**config.mk**
```make
export PLATFORM = sky130hd
export DESIGN_NAME = result_port_arbiter
export DESIGN_NICKNAME = d
export VERILOG_FILES = /design/src/rtl/result_port_arbiter.sv
export SDC_FILE = /design/constraint.sdc
export NUM_CORES = 1
export LEC_CHECK = 0
export CAP_MARGIN = 30
export CORE_AREA = 10 10 54 56
export DETAILED_ROUTE_END_ITERATION = 6
export DIE_AREA = 0 0 64 66
export HOLD_SLACK_MARGIN = 0.08
export PLACE_DENSITY_LB_ADDON = 0.1
export SETUP_SLACK_MARGIN = 0.3
export SYNTH_ARGS = -nofsm -noshare
export SYNTH_HDL_FRONTEND = slang
export SYNTH_SLANG_ARGS = --single-unit
```
**constraint.sdc**
```tcl
create_clock -name clk -period 1.5 [get_ports clk]
set_clock_uncertainty 0.2 [all_clocks]
set_input_delay 0.45 -clock clk [delete_from_list [all_inputs] [get_ports clk]]
set_output_delay 0.45 -clock clk [all_outputs]
set_load 0.03 [all_outputs]
```
**src/rtl/result_port_arbiter.sv**
```systemverilog
// Result-port arbiter: fixed-latency pipeline vs. iterative div/sqrt unit.
// Pipeline wins conflicts; a starved divider gets a one-cycle forced grant.
package fraction_lsbs;
  typedef enum logic [2:0] {
    ZEROS   = 3'd0,
    A       = 3'd1,
    B       = 3'd2,
    RESULT  = 3'd3,
    IRESULT = 3'd4
  } fraction_lsbs_select;
endpackage

module result_port_arbiter
  import fraction_lsbs::*;
#(
  parameter int TAG_WIDTH    = 4,
  parameter int STARVE_LIMIT = 8
) (
  input  logic                 clk,
  input  logic                 reset,
  input  logic                 pipe_valid,
  input  fraction_lsbs_select  pipe_sel,
  input  logic [TAG_WIDTH-1:0] pipe_tag,
  input  logic                 div_valid,
  input  fraction_lsbs_select  div_sel,
  input  logic [TAG_WIDTH-1:0] div_tag,
  output logic                 div_ready,
  output logic                 pipe_stall,
  output logic                 res_valid,
  output fraction_lsbs_select  res_sel,
  output logic [TAG_WIDTH-1:0] res_tag,
  output logic                 sel_error
);

  typedef enum logic [1:0] {
    IDLE,
    WAIT,
    FORCE
  } state_t;

  localparam logic [3:0] LIM = 4'(STARVE_LIMIT - 1);

  state_t               state;
  state_t               state_n;
  logic [3:0]           cnt;
  logic [3:0]           cnt_n;
  logic                 pipe_acc;
  logic                 blocked;
  logic                 win_vld;
  fraction_lsbs_select  win_sel;
  logic [TAG_WIDTH-1:0] win_tag;
  logic                 sel_ok;

  always_comb begin
    div_ready = !reset && div_valid &&
                (state == FORCE || !pipe_valid);
    pipe_acc  = !reset && pipe_valid && !pipe_stall;
    blocked   = div_valid && !div_ready;
  end

  // counter saturates so it can never wrap past the limit
  always_comb begin
    state_n = state;
    cnt_n   = '0;
    if (blocked)
      cnt_n = (cnt == LIM) ? cnt : cnt + 4'd1;
    unique case (state)
      IDLE:  if (blocked) state_n = WAIT;
      WAIT: begin
        if (!blocked)        state_n = IDLE;
        else if (cnt == LIM) state_n = FORCE;
      end
      FORCE: state_n = IDLE;
      default: state_n = IDLE;
    endcase
  end

  always_comb begin
    win_vld = 1'b0;
    win_sel = ZEROS;
    win_tag = '0;
    unique case (1'b1)
      pipe_acc: begin
        win_vld = 1'b1;
        win_sel = pipe_sel;
        win_tag = pipe_tag;
      end
      div_ready: begin
        win_vld = 1'b1;
        win_sel = div_sel;
        win_tag = div_tag;
      end
      default: ;
    endcase
    sel_ok = win_sel inside {ZEROS, A, B, RESULT, IRESULT};
  end

  always_ff @(posedge clk) begin
    if (reset) begin
      state      <= IDLE;
      cnt        <= '0;
      pipe_stall <= 1'b0;
      res_valid  <= 1'b0;
      res_sel    <= ZEROS;
      res_tag    <= '0;
      sel_error  <= 1'b0;
    end else begin
      state      <= state_n;
      cnt        <= cnt_n;
      pipe_stall <= (state_n == FORCE);
      res_valid  <= win_vld;
      res_sel    <= sel_ok ? win_sel : ZEROS;
      res_tag    <= win_tag;
      if (win_vld && !sel_ok)
        sel_error <= 1'b1;
    end
  end

endmodule

```
; Word-level counts from Yosys, hierarchy flattened
; Cells that the tools add are included.
[word_totals]
wordCells = 43
inputBits = 18
mem_count = 0
reg_bits = 16
latch_bits = 0
ramBits = 0
output_inout_bits = 11
rom_bits = 0
[classes]
multipliers = 0
reduce_logical = 18
n_shift = 0
add_sub_neg = 1
n_lt_le_gt_ge = 0
div = 0
mux = 7
n_bitwise = 2
n_eq_ne = 8
[ops]
columns = operator, count
row1 = one-hot mux 4 bit (2 select lines), 1
row2 = "equality test 3 x 2 -> 1 bit, second input constant", 2
row3 = logical AND 1 bit, 6
row4 = 2-to-1 mux 2 bit, 3
row5 = one-hot mux 3 bit (2 select lines), 1
row6 = OR reduction 2 bit, 3
row7 = logical NOT 1 bit, 5
row8 = nonzero test 5 bit, 1
row9 = "adder 4 x 1 -> 4 bit, second input constant", 1
row10 = "equality test 2 bit, second input constant", 2
row11 = "equality test 4 x 3 -> 1 bit, second input constant", 1
row12 = one-hot mux 2 bit (2 select lines), 1
row13 = "equality test 3 x 1 -> 1 bit, second input constant", 1
row14 = "equality test 3 bit, second input constant", 1
row15 = logical NOT 3 bit, 1
row16 = "equality test 2 x 1 -> 1 bit, second input constant", 1
row17 = logical NOT 2 bit, 1
row18 = inverter 1 bit, 2
row19 = logical OR 1 bit, 1
row20 = 2-to-1 mux 1 bit, 1

; Logic depth before layout (Yosys ltp)
; Gate-level depths: netlist of the first run.
[logic_depth]
ltp_word = 8
ltp_mapped = 5
mapped_depth_nobuf = 4

; Worst setup path before layout of the first run
; Ideal clock, no wire load.
[synth_timing]
path_type = input to output
startpoint = input reset
endpoint = output div_ready
path_slack_ns = -0.093
path_stages = 3
arrival_time_ns = 0.943
cell_sequence = nand2b_1 > a21oi_2 > buf_4
[synth_via]
elab_chain_cells = 3
[synth_lines]
columns = element, line
row1 = "start, declared", 20  ; input logic reset,
row2 = logical NOT 1 bit, 55  ; div_ready = !reset && div_valid &&
row3 = logical AND 1 bit (2 in series), 55
row4 = "end, declared", 27  ; output logic div_ready,
; Every way passes these cells.

; Final worst setup path of the first run
[layout_timing]
startpoint = input div_valid
endpoint = output div_ready
[layout_via]
elab_chain_cells = 2
[layout_lines]
columns = element, line
row1 = "start, declared", 24  ; input logic div_valid,
row2 = logical AND 1 bit (2 in series), 55
; Every way passes these cells.

==> results of run 1 <==
[worst max path at each step]
| stage | from | end | slack [ns] | cells past startpoint |
|---|---|---|---|---|
| final | div_valid | div_ready | -0.20 | 4 |
| after detailed placement | div_valid | div_ready | -0.53 | 4 |
| after floorplan | reset | div_ready | -0.03 | 3 |
| after global placement | reset | div_ready | -0.51 | 4 |
| after CTS | state[0]$_SDFF_PP0_ | div_ready | -0.22 | 3 |
| after global routing | state[0]$_SDFF_PP0_ | div_ready | -0.24 | 3 |
[per-stage QoR]
step,instance area (um2),hold slack (ns)
floorplan,673,0.236
global placement,1040,0.235
detailed placement,1040,0.238
CTS,1270,0.247
global route,1300,0.283
finish,1300,0.262
[cell usage in the layout, fill, tap and decap left out, types with 2 or more instances in the layout]
cell             instances
clkbuf_4                 3
buf_2                    2
nand3_1                  3
dfxtp_2                 14
buf_6                   15
nor2_2                   3
clkdlybuf4s50_1          9
a22oi_2                  2
dlygate4sd2_1            5
a22o_1                   4
a21oi_1                  4
nor3_2                   3
buf_4                   15
nor2_4                   2
nand2b_4                 3
dfxtp_1                  2
nor2_1                   2
[critical path, stage by stage]
cell and delay [ns]:
clkdlybuf4s15_2 0.23, nand2b_4 0.08, a21oi_4 0.13, buf_6 0.15
[timing repair]
item                                    in CTS  in global routing
resized for setup                           59                  7
hold buffers                                 0                  0
pin swaps                                    8                  3
buffers inserted                             6                  0
endpoints found under the setup margin      27                 27
[final cells by class]
cell class,count,area [um2]
Clock buffer,4,36.3
Multi-Input combinational cell,45,449
Timing Repair Buffer,47,437
Tap cell,27,33.8
Inverter,1,3.75
Sequential cell,16,338
Fill cell,140,604
[cells by family after synthesis]
| kind of cell | synth area share |
|---|---|
| AO/OA/AOI/OAI | 0.195 |
| adder cells (fa/ha/maj) | 0.0197 |
| AND/OR/NAND/NOR | 0.213 |
| multiplexers | 0.0158 |
| buffers and inverters | 0.0237 |
| XOR/XNOR | 0.0276 |
| flip-flops | 0.505 |
[report_power, final]
part / switching, uW / internal, uW / total, uW
logic: 98.4 / 115 / 213
clock network: 134 / 148 / 282
registers: 8.90 / 445 / 454
total: 241 / 708 / 949
[registers in the layout, summed over array words and instances, names as in the netlist]
signal and flops:
cnt 4, res_tag 4, res_sel 3, state 2
pipe_stall 1, res_valid 1, sel_error 1
[metal layers]
metal	vias up	wire length, um
li1	335	-
met1	306	835
met2	21	973
met3	4	130
met4	0	40
met5	-	0
==> metrics, run 1 <==
status=finished with violations; failing checks=negative setup slack; pre-CTS setup slack=-0.526 ns; FF+latch count, synth=16; Reg2Reg Setup Slack=0.10 ns; Starting DRT DRC Count=7; WL per Instance=14.1 um; CP Max Fanout=2; sequential-to-total area share from yosys stat=0.505; ANT nets after route=0; Syn. warnings=0; vias=666; drt drc=0; number of global-route vias before repair=694; row cnt=16; Crit Path Category=input pin to output pin; Placer Congestion=0.818; P&R area growth vs syn=105%; Hold Startpoint=sel_error$_SDFFE_PP0P_; first-pass GRT wire length=3270 um; post-synthesis async set-or-reset flop share=0; H-tree depth=1; fmax=0.587 GHz; CTS tree=yes; Pre-antenna DRT Iters=4; met2 Use GR=0.150; initial antenna violation count=0; pin count of the biggest net entering global routing=10; worst hold path depth=2; slew margin rel.=0.813; Die Footprint=4220 um2; Syn Nets=83; R2R depth=5; Slew @ Worst Pin=0.281 ns; met1 Usage GRT=0.114; endpoints failing setup=1; clk sinks=16; Non-Filler Instances=140; Worst Slack Setup Final=-0.205 ns; setup tns final=-0.205 ns; utilization after layout=0.682; Slew Limit Fails=0; share of cells above drive strength 1=0.655; min Tclk post-route=1.70 ns; Top FF cell, synth=dfxtp_1; Hold Vio Cnt, Final=0; Critical Path RT=0.85 ns; Post-synth top cells=dfxtp_1, nor2_1, a21oi_1, a22o_1; Nets=133; post-detail-place hpwl=1430 um; diode count=0; most instantiated library cell after synthesis=dfxtp_1; cell area power density=731 nW/um2; number of I/O port buffers=28; leakage power=0.000529 uW; clock root cell=clkbuf_4; Ports=29; Peak VDD IR=476 uV; Max-Cap Viols=0; Post-Synthesis Cells=64; r2r endpoint=sel_error$_SDFFE_PP0P_; reg2reg start=state[0]$_SDFF_PP0_; starting density of the core=0.334; Tot GR Track Use=0.0993; EDFF count, synth=0; top cell type's share of synthesized area=0.505; Most Used Layer, Global Route=met2; Overall Power=949 uW; total wire length=1980 um; dominant cell type by area after synthesis=dfxtp_1; worst hold endpoint=sel_error$_SDFFE_PP0P_; Period Utilization, post-route=1.14; RSZ-0062 raised after global routing=yes; clock-pin slew on the worst setup and hold paths=0.09 ns; Arrival @ worst endpoint=1.05 ns; CP Launch Type=input pin; total core area=1900 um2; post-synthesis average cell area=9.91 um2; top cells by area, synth=dfxtp_1, a22o_1, nor2_1; Die X=64 um; CTS buffer count=3; Hold WC Path Type=flip-flop to flip-flop; maximum buffer depth of the clock tree=2; die span in y=66 um; met3 GRT Util=0.0373; Worst setup EP type=output pin; worst skew pair latency=0.28 ns; Placed Cells=130; vias per inst=4.76; Cell variety after synth=28; mapped cell area=634 um2; grt total ovfl=0
Note: power is estimated with default switching activity, not from simulation.
==> inputs of run 2 (changes only) <==
Settings changed: GPL_TIMING_DRIVEN set to 0.
==> run 2 against run 1 <==
  * The run still ends with negative setup slack left
  * Worst hold slack worse by 0.057 ns
  * Via count fell by 1.1%
  * Critical path depth unchanged
  * Register-to-register slack got worse by 0.13 ns
  * Total power hardly changed
  * Clock power up 2%
  * Die area did not move
  * Non-clock buffer count decreased by 2
  * Worst setup slack got worse by 0.093 ns
  * Highest routed layer unchanged
==> metrics, run 2 (synthesis gave the netlist of run 1 again) <==
Starting DRT DRC Count=7 (unchanged); clock root cell=clkbuf_4 (unchanged); Ports=29 (unchanged); total wire length=2000 um (was 1980 um); post-detail-place hpwl=1270 um (was 1430 um); Buf/Inv on CP=2 (unchanged); Pre-antenna DRT Iters=3 (was 4); maximum buffer depth of the clock tree=2 (unchanged); CP Launch Type=flip-flop (was input pin); most frequent cells in the layout=buf_6, dfxtp_2, buf_4 (was buf_6, buf_4, dfxtp_2); clock-pin slew on the worst setup and hold paths=0.09 ns (about the same); leakage power=0.000536 uW (was 0.000529 uW); diode count=0 (unchanged); Die Footprint=4220 um2 (unchanged); slew margin rel.=0.814 (was 0.813); CTS tree=yes (unchanged); Nets=131 (was 133); CP max-delay cell=dfxtp_2 (was clkdlybuf4s15_2); fmax=0.556 GHz (was 0.587 GHz); Tot GR Track Use=0.0853 (was 0.0993); Final Cell Area=1320 um2 (was 1300 um2); CP Max Fanout=2 (unchanged); endpoints failing setup=2 (was 1); Top delay family on crit path=flip-flops (was buffers and inverters); Slew Limit Fails=0 (unchanged); die span in y=66 um (unchanged); first-pass GRT wire length=2860 um (was 3270 um); cell repeated most along the worst path=buf_6; ANT nets after route=0 (unchanged); worst path cell trace=nand2b_4 > a21oi_4 > buf_6 > buf_6 (was clkdlybuf4s15_2 > nand2b_4 > a21oi_4 > buf_6); row cnt=16 (unchanged); failing checks=negative setup slack (unchanged); R2R depth=6 (was 5); share of cells above drive strength 1=0.658 (was 0.655); Worst Slack Setup Final=-0.298 ns (was -0.205 ns); Reg2Reg Setup Slack=-0.03 ns (was 0.10 ns); grt total ovfl=0 (unchanged); clk sinks=16 (unchanged); H-tree depth=1 (unchanged); reg2reg start=state[0]$_SDFF_PP0_ (unchanged); Largest regs=cnt x4, res_tag x4, res_sel x3 (unchanged); Arrival @ worst endpoint=1.15 ns (was 1.05 ns); CP max stage delay=0.33 ns (was 0.23 ns); Worst setup EP type=output pin (unchanged); Critical Path RT=0.85 ns (about the same); vias per inst=4.78 (was 4.76); pin count of the biggest net entering global routing=10 (unchanged); P&R area growth vs syn=107% (was 105%); Placer Congestion=0.765 (was 0.818); drt drc=0 (unchanged); critical path depth=4 (unchanged); starting density of the core=0.334 (unchanged); Die X=64 um (unchanged); cell area power density=721 nW/um2 (was 731 nW/um2); min Tclk post-route=1.80 ns (was 1.70 ns); Fin Hold WS=0.205 ns (was 0.262 ns); Max-Cap Viols=0 (unchanged); Overall Power=949 uW (about the same); Slew @ Worst Pin=0.280 ns (was 0.281 ns); CTS buffer count=3 (unchanged); vias=659 (was 666); initial antenna violation count=0 (unchanged); Hold Vio Cnt, Final=0 (unchanged); RSZ-0062 raised after global routing=yes (unchanged); commonest non-fill, non-tap cell in the layout=buf_6; Period Utilization, post-route=1.20 (was 1.14); number of global-route vias before repair=663 (was 694); crit path launch=state[0]$_SDFF_PP0_ (was div_valid); Area after DPL=987 um2 (was 1040 um2); WL per Instance=14.5 um (was 14.1 um); Peak VDD IR=573 uV (was 476 uV); worst skew pair latency=0.29 ns (was 0.28 ns); Crit Path Category=flip-flop to output pin (was input pin to output pin); status=finished with violations (unchanged); cts hold-fix bufs=0 (unchanged); total core area=1900 um2 (unchanged); worst setup path end=div_ready (unchanged); Hold WC Path Type=input pin to flip-flop (was flip-flop to flip-flop); r2r endpoint=sel_error$_SDFFE_PP0P_ (unchanged); number of I/O port buffers=28 (unchanged)
==> run 2: cell types whose count changed in the layout (fill, tap and decap cells not counted), sizes merged <==
cell    change
clkbuf      +2
buf         -4
==> run 2: what timing repair did <==
| item | in CTS | in global routing |
|---|---|---|
| setup endpoints to repair | 27 | 27 |
| pin swaps | 10 | 12 |
| setup buffers | 11 | 4 |
| endpoints found under the hold margin | 0 | 0 |
| resized for setup | 122 | 19 |
==> run 2: where the power goes <==
| part | internal [uW] | switching (uW) |
|---|---|---|
| Sequential | 442 | 8.93 |
| Combinational | 109 | 100 |
| Clock | 148 | 140 |
| Total | 699 | 249 |
==> run 2: cell type report <==
| cell class | count | area [um2] |
|---|---|---|
| Buffer | 2 | 25.0 |
| Clock buffer | 4 | 36.3 |
| Fill cell | 143 | 587 |
| Inverter | 1 | 3.75 |
| Multi-Input combinational cell | 45 | 464 |
| Sequential cell | 16 | 343 |
| Tap cell | 27 | 33.8 |
| Timing Repair Buffer | 43 | 409 |
==> run 2: per-layer routing <==
| metal | global-route usage | share of wire | up-vias |
|---|---|---|---|
| met5 | 0 | 0 | - |
| met4 | 0.0328 | 0.017 | 0 |
| met3 | 0.0542 | 0.077 | 5 |
| met2 | 0.137 | 0.50 | 20 |
| met1 | 0.0881 | 0.40 | 304 |
| li1 | - | - | 330 |
==> run 2: metrics by stage <==
step                      utilization  cells  setup TNS (ns)  worst slack, ns
after floorplan                     -     64         -0.0286          -0.0286
after global placement          0.519    119           -9.94            -1.26
after detailed placement        0.519    119          -10.11            -1.27
after CTS                       0.630    134          -0.292           -0.292
after global routing            0.691    138          -0.453           -0.354
final                           0.691    138          -0.326           -0.298
==> run 2: how the worst min path moves through the flow <==
stage	startpoint	slack (ns)	depth (start not counted)	to
floorplan	state[0]$_SDFF_PP0_	0.24	2	pipe_stall$_SDFF_PP0_
CTS	reset	0.20	2	sel_error$_SDFFE_PP0P_
global placement	sel_error$_SDFFE_PP0P_	0.24	2	sel_error$_SDFFE_PP0P_
finish	reset	0.20	2	sel_error$_SDFFE_PP0P_
detailed placement	state[0]$_SDFF_PP0_	0.26	2	pipe_stall$_SDFF_PP0_
global route	reset	0.20	2	sel_error$_SDFFE_PP0P_
==> run 2: worst reg2reg max path: cells and delay by family (launching register included) <==
kind / cells / cell delay (ns)
AND/OR/NAND/NOR: 1 / 0.15
buffers and inverters: 2 / 0.24
AO/OA/AOI/OAI: 3 / 0.54
flip-flops: 1 / 0.33
